===== src/rtl/pulse_period_meter.sv =====
// Measures cycles between successive rising edges of Pulse, with sticky timeout.
// Optional running min/max of measured periods when PERIOD_METER_MINMAX_EN is defined.
module pulse_period_meter #(
  parameter  int MAX_PERIOD = 1024,
  localparam int W          = $clog2(MAX_PERIOD + 1)
) (
  input  logic         ClockIn,
  input  logic         reset,
  input  logic         Pulse,
  input  logic         Clear,
  output logic [W-1:0] Period,
  output logic         Valid,
  output logic         Timeout
`ifdef PERIOD_METER_MINMAX_EN
  ,
  output logic [W-1:0] MinPeriod,
  output logic [W-1:0] MaxPeriod
`endif
);

  // state   | meaning
  // IDLE    | not armed, counter held at 0, waiting for first edge
  // MEASURE | armed, counting cycles since the last edge
  typedef enum logic {
    IDLE    = 1'b0,
    MEASURE = 1'b1
  } state_t;

  localparam logic [W-1:0] CNT_MAX = W'(MAX_PERIOD);
  localparam logic [W-1:0] CNT_ONE = W'(1);

  state_t       state_q, state_d;
  logic [W-1:0] count_q, count_d;
  logic [W-1:0] period_q, period_d;
  logic         valid_q, valid_d;
  logic         timeout_q, timeout_d;
  logic         pulse_q;
  logic         edge_det;

`ifdef PERIOD_METER_MINMAX_EN
  logic [W-1:0] min_q, min_d;
  logic [W-1:0] max_q, max_d;
`endif

  assign edge_det = Pulse & ~pulse_q;

  always_ff @(posedge ClockIn) begin
    if (reset) begin
      state_q   <= IDLE;
      count_q   <= '0;
      period_q  <= '0;
      valid_q   <= 1'b0;
      timeout_q <= 1'b0;
      pulse_q   <= 1'b0;
`ifdef PERIOD_METER_MINMAX_EN
      min_q     <= '1;
      max_q     <= '0;
`endif
    end else begin
      state_q   <= state_d;
      count_q   <= count_d;
      period_q  <= period_d;
      valid_q   <= valid_d;
      timeout_q <= timeout_d;
      pulse_q   <= Pulse;
`ifdef PERIOD_METER_MINMAX_EN
      min_q     <= min_d;
      max_q     <= max_d;
`endif
    end
  end

  always_comb begin
    state_d   = state_q;
    count_d   = count_q;
    period_d  = period_q;
    valid_d   = 1'b0;
    timeout_d = timeout_q;
`ifdef PERIOD_METER_MINMAX_EN
    min_d     = min_q;
    max_d     = max_q;
`endif

    // Clear wins over a coincident edge; that edge is dropped, not used to arm.
    if (Clear) begin
      state_d   = IDLE;
      count_d   = '0;
      period_d  = '0;
      timeout_d = 1'b0;
`ifdef PERIOD_METER_MINMAX_EN
      min_d     = '1;
      max_d     = '0;
`endif
    end else begin
      case (state_q)
        IDLE: begin
          count_d = '0;
          if (edge_det) begin
            count_d = CNT_ONE;
            state_d = MEASURE;
          end
        end
        MEASURE: begin
          if (edge_det) begin
            period_d  = count_q;
            valid_d   = 1'b1;
            timeout_d = 1'b0;
            count_d   = CNT_ONE;
`ifdef PERIOD_METER_MINMAX_EN
            if (count_q < min_q) min_d = count_q;
            if (count_q > max_q) max_d = count_q;
`endif
          end else if (count_q == CNT_MAX) begin
            timeout_d = 1'b1;
            state_d   = IDLE;
            count_d   = '0;
          end else begin
            count_d = count_q + CNT_ONE;
          end
        end
        default: begin
          state_d = IDLE;
          count_d = '0;
        end
      endcase
    end
  end

  assign Period  = period_q;
  assign Valid   = valid_q;
  assign Timeout = timeout_q;
`ifdef PERIOD_METER_MINMAX_EN
  assign MinPeriod = min_q;
  assign MaxPeriod = max_q;
`endif

endmodule


===== config.mk =====
export PLATFORM = sky130hd
export DESIGN_NAME = pulse_period_meter
export DESIGN_NICKNAME = d
export VERILOG_FILES = /design/src/rtl/pulse_period_meter.sv
export SDC_FILE = /design/constraint.sdc
export NUM_CORES = 1
export LEC_CHECK = 0
export ABC_AREA = 1
export CAP_MARGIN = 15
export CORE_MARGIN = 10
export CORE_UTILIZATION = 30
export DETAILED_ROUTE_END_ITERATION = 6
export PLACE_DENSITY_LB_ADDON = 0.25
export SLEW_MARGIN = 20
export SYNTH_ARGS = -nofsm -noshare
export SYNTH_HDL_FRONTEND = slang
export SYNTH_SLANG_ARGS = --single-unit
export TNS_END_PERCENT = 50

===== constraint.sdc =====
create_clock -name ClockIn -period 3.7 [get_ports ClockIn]
set_clock_uncertainty 0.15 [all_clocks]
set_input_delay 0.555 -clock ClockIn [delete_from_list [all_inputs] [get_ports ClockIn]]
set_output_delay 0.555 -clock ClockIn [all_outputs]
set_load 0.05 [all_outputs]

# --- Yosys cells after proc, flatten, opt, wreduce, memory -nomap -nowiden ---
# Cells that the tools add are included.
word_totals:
  register_bits: 26
  latch_bits: 0
  mem_bits_rw: 0
  mem_bits_ro: 0
  inputBits: 4
  out_inout_bits: 13
  wordCells: 26
  n_memories: 0
classes:
  n_addsub: 1
  multipliers: 0
  n_div: 0
  magnitude_cmp: 0
  n_eq_ne: 1
  shift: 0
  mux: 10
  bitwise: 3
  reduce_logical: 5
ops:
  columns: ["op", "count"]
  rows:
  - ["two-way mux 11 bit", 2]
  - ["one-hot mux 11 bit (2 select lines)", 1]
  - ["adder 11 x 1 -> 11 bit (second input constant)", 1]
  - ["== test 11 bit (second input constant)", 1]
  - ["two-way mux 1 bit", 6]
  - ["AND reduction 2 bit", 2]
  - ["OR reduction 3 bit", 1]
  - ["inverter 1 bit", 2]
  - ["one-hot mux 1 bit (2 select lines)", 1]
  - ["nonzero test 2 bit", 1]
  - ["OR reduction 2 bit", 1]
  - ["AND 1 bit", 1]

# --- Logic depth before layout (Yosys ltp) ---
logic_depth:
  depth_word: 4
  mapped_depth: 8
  depth_no_buf: 8

# --- Worst setup path after synthesis ---
# No wires, ideal clock.
synth_path:
  path_type: "input port to flip-flop"
  start: "in Pulse"
  end: "reg period_q[0] (netlist: Period[0])"
  setup_time_ns: 0.119
  arrival_time_ns: 1.111
  required_ns: 3.431
  setup_slack_ns: 2.320
  stages: 6
  n_path_buf: 1
  cell_sequence: "inv_1 nor2_2 nand2_1 buf_2 nand3_1 o21ai_1"
synth_via:
  elab_chain_len: 2
synth_rtl:
  columns: ["item", "line_no", "text"]
  rows:
  - ["start, declared", "9", "input logic Pulse,"]
  - ["AND 1 bit", "45", "assign edge_det = Pulse & ~pulse_q;"]
  - ["AND reduction 2 bit (no line)", null, null]
  - ["end signal, assigned", "62", "period_q <= period_d;"]
  - ["end, declared", "34", "logic [W-1:0] period_q, period_d;"]
# Every way passes these cells.
# A chain may end at the register's enable or synchronous reset.

# --- Final worst setup path ---
layout_path:
  start: "reg period_q[8] (netlist: Period[8])"
  end: "out Period[8]"
layout_lines:
  columns: ["item", "line_no", "text"]
  rows:
  - ["end, declared", "11", "output logic [W-1:0] Period,"]
# No word-level cell between the ends.

==> flow_metrics.env <==
export IMPL_run_status="completed"
export IMPL_final_setup_worst_slack_ns=1.57
export IMPL_grt_start_max_net_pins=16
export IMPL_synth_top_cell_area_share_pct=46.8
export IMPL_via_per_inst=4.44
export IMPL_most_common_layout_cells="dfxtp_1 (26), nand2_1 (26), nand3_1 (21), nor2_1 (21)"
export IMPL_power_ir_vdd_worst_uv=192
export IMPL_finish_cell_count_without_fillers=213
export IMPL_critical_path_endpoint_type="primary output"
export IMPL_post_cts_setup_buffer_count=0
export IMPL_dieWidth_um=80.9
export IMPL_detailedPlacementHpwl_um=1860
export IMPL_synth_ff_latch_count=26
export IMPL_start_kind="flop"
export IMPL_final_layout_size_suffix_gt1_share_pct=9.70
export IMPL_die_area_um2=6540
export IMPL_detail_route_drc_violations=0
export IMPL_place_detailed_instances=209
export IMPL_detail_route_antenna_nets=0
export IMPL_p_leak_nw=0.497
export IMPL_power_per_cell_area_nw_per_um2=383
export IMPL_worst_ep_arrival_time_ns=1.43
export IMPL_cap_violations=0
export IMPL_path_delay_family="buffers and inverters"
export IMPL_worst_slew_margin_pct=63.6
export IMPL_grt_overflow_total=0
export IMPL_synth_net_count=154
export IMPL_worst_hold_path_type="reg -> reg"
export IMPL_yosys_cell_types_count=20
export IMPL_fp_row_count=22
export IMPL_timing_final_setup_violations=0
export IMPL_fin_tns_setup_ns=0
export IMPL_worstPathCellList="clkdlybuf4s50_1"
export IMPL_boundaryPins=17
export IMPL_routed_via_count=945
export IMPL_rsz0062_at_grt="false"
export IMPL_multiInputGateArea_um2=508
export IMPL_dieHeight_um=80.9
export IMPL_drt_first_pass_iters=4
export IMPL_post_cts_resize_count=0
export IMPL_timing_final_hold_violations=0
export IMPL_synthesis_yosys_warnings=0
export IMPL_critical_path_slowest_cell="clkdlybuf4s50_1"
export IMPL_grtUsageTotal_pct=7.48
export IMPL_core_area_um2=3630
export IMPL_grt_first_pass_wirelength_um=3930
export IMPL_antennaDiodeCount=0
export IMPL_fin_worst_hold_slack_ns=0.296
export IMPL_timing_setup_critical_path_class="reg -> out"
export IMPL_final_min_period_over_clock_period_pct=57.6
export IMPL_area_sequential_um2=520
export IMPL_synthCells=148
export IMPL_met2_length_um=1060
export IMPL_wire_length_on_met3_um=115
export IMPL_crit_fanout=2
export IMPL_clock_sinks=26
export IMPL_port_buffers=16
export IMPL_initial_utilization_pct=30.6
export IMPL_area_growth_syn_to_layout_pct=24.9
export IMPL_final_nets=172
export IMPL_ctsHtreeMaxLevel=1
export IMPL_detail_route_wirelength_um=2360
export IMPL_drtIter0Drc=63
export IMPL_cts_tree="built"
export IMPL_fillers=399
export IMPL_route_top_layer_used="met4"
export IMPL_cp_num_buf_inv=1
export IMPL_finalWorstPathRequiredPeriod_ns=2.13
export IMPL_pre_cts_ws_ns=1.28
export IMPL_synth_yosys_seq_area_share_pct=46.8
export IMPL_grt_antenna_before_repair=0
export IMPL_timing_critical_path_required_ns=2.99
export IMPL_wl_per_cell_um=11.1
export IMPL_cts_hold_buf=0
export IMPL_synthesis_area_um2=1110
export IMPL_route_layer_met1_wl_um=1160
export IMPL_cell_type_contributing_the_most_total_cell_area_after_synthesis="dfxtp_1"
export IMPL_cp_slowest_stage_delay_ns=0.81
export IMPL_worst_slew_pin_slew_ns=0.545
export IMPL_mean_instance_size_in_the_synthesized_netlist_um2=7.51
export IMPL_maxClockFrequency_mhz=469
export IMPL_cts_buffer_depth=2
export IMPL_cts_root_buf="clkbuf_8"
export IMPL_final_max_slew_violation_count=0
export IMPL_cts_made_buffers=3
export IMPL_clock_latency_of_the_later_clocked_register_in_the_worst_skew_pair_ns=0.26
export IMPL_totalPowerFinal_mw=0.531
export IMPL_gp_routability_congestion=0.821
export IMPL_post_synth_main_area_contributors="dfxtp_1 (47%), nand3_1 (9.5%), nand2_1 (8.8%), nor2_1 (7.1%), inv_1 (5.4%)"
export IMPL_cts_reportedPaths_clkPinSlew_ns=0.09
export IMPL_number_of_global_route_vias_before_repair=887
-- power by group --
part / leakage (nW) / switching [mW] / internal (mW)
Sequential: 0.210 / 0.00157 / 0.281
Clock: 0.0357 / 0.0867 / 0.145
Combinational: 0.251 / 0.0104 / 0.00643
Total: 0.497 / 0.0987 / 0.432
-- cell usage after synthesis (all sizes together) --
cell type and instances:
nand2 27, nor2 27, dfxtp 26, nand3 23, inv 18, o21ai 12
a21oi 3, buf 3, ha 2, nor3 2, xnor2 2, xor2 2
o21bai 1
-- final cells by class --
| cell class | instances | share of cell area, % |
|---|---|---|
| clock inverters | 1 | 2.16 |
| flip-flops and latches | 26 | 37.5 |
| repair buffers | 16 | 11.5 |
| inverters | 18 | 4.87 |
| clock buffers | 3 | 2.98 |
| well taps | 48 | 4.33 |
| multi-input cells | 101 | 36.6 |
-- logic make-up after synthesis --
group | after synthesis | synth area share [%]
adders and majority gates | 2 | 2.25
xor gates and xnor gates | 4 | 3.15
DFF | 26 | 46.8
AOI/OAI and AO/OA | 16 | 7.43
and+or+nand+nor | 79 | 32.9
buffers and inverters | 21 | 7.43
-- layer usage --
metal  GRT usage (%)  vias to the layer above
met5               0                        -
li1                -                      501
met3            2.21                        2
met1            9.13                      426
met4            2.77                        0
met2            12.2                       16
-- final timing paths --
| path | from | end | slack (ns) | cells past startpoint |
|---|---|---|---|---|
| worst max-delay path | Period[8]$_SDFFE_PP0P_ | Period[8] | 1.57 | 1 |
| worst min-delay path | Timeout$_SDFFE_PP0P_ | Timeout$_SDFFE_PP0P_ | 0.30 | 2 |
| worst max register to register | count_q[0]$_SDFF_PP0_ | count_q[7]$_SDFF_PP0_ | 2.24 | 7 |
| worst min register to register | Timeout$_SDFFE_PP0P_ | Timeout$_SDFFE_PP0P_ | 0.30 | 2 |
-- flip-flops by register name, indices dropped and copies added (netlist names) --
name     count
Timeout      1
Valid        1
pulse_q      1
Period      11
state_q      1
count_q     11
-- stage by stage --
stage / area [um2] / util (%)
final: 1390 / 38.2
after global routing: 1390 / 38.2
after CTS: 1390 / 38.2
after detailed placement: 1320 / 36.2
after global placement: 1320 / 36.2
after floorplan: 1110 / -
-- worst register-to-register path, cell delays in order, from the launching register on --
cell and delay (ns):
dfxtp_1 0.38, inv_1 0.09, ha_1 0.22, nand3_1 0.08, nor2_1 0.05, nand2_1 0.08
nand3_2 0.19, nor2_2 0.16
Power figures use the tool's default switching activity.
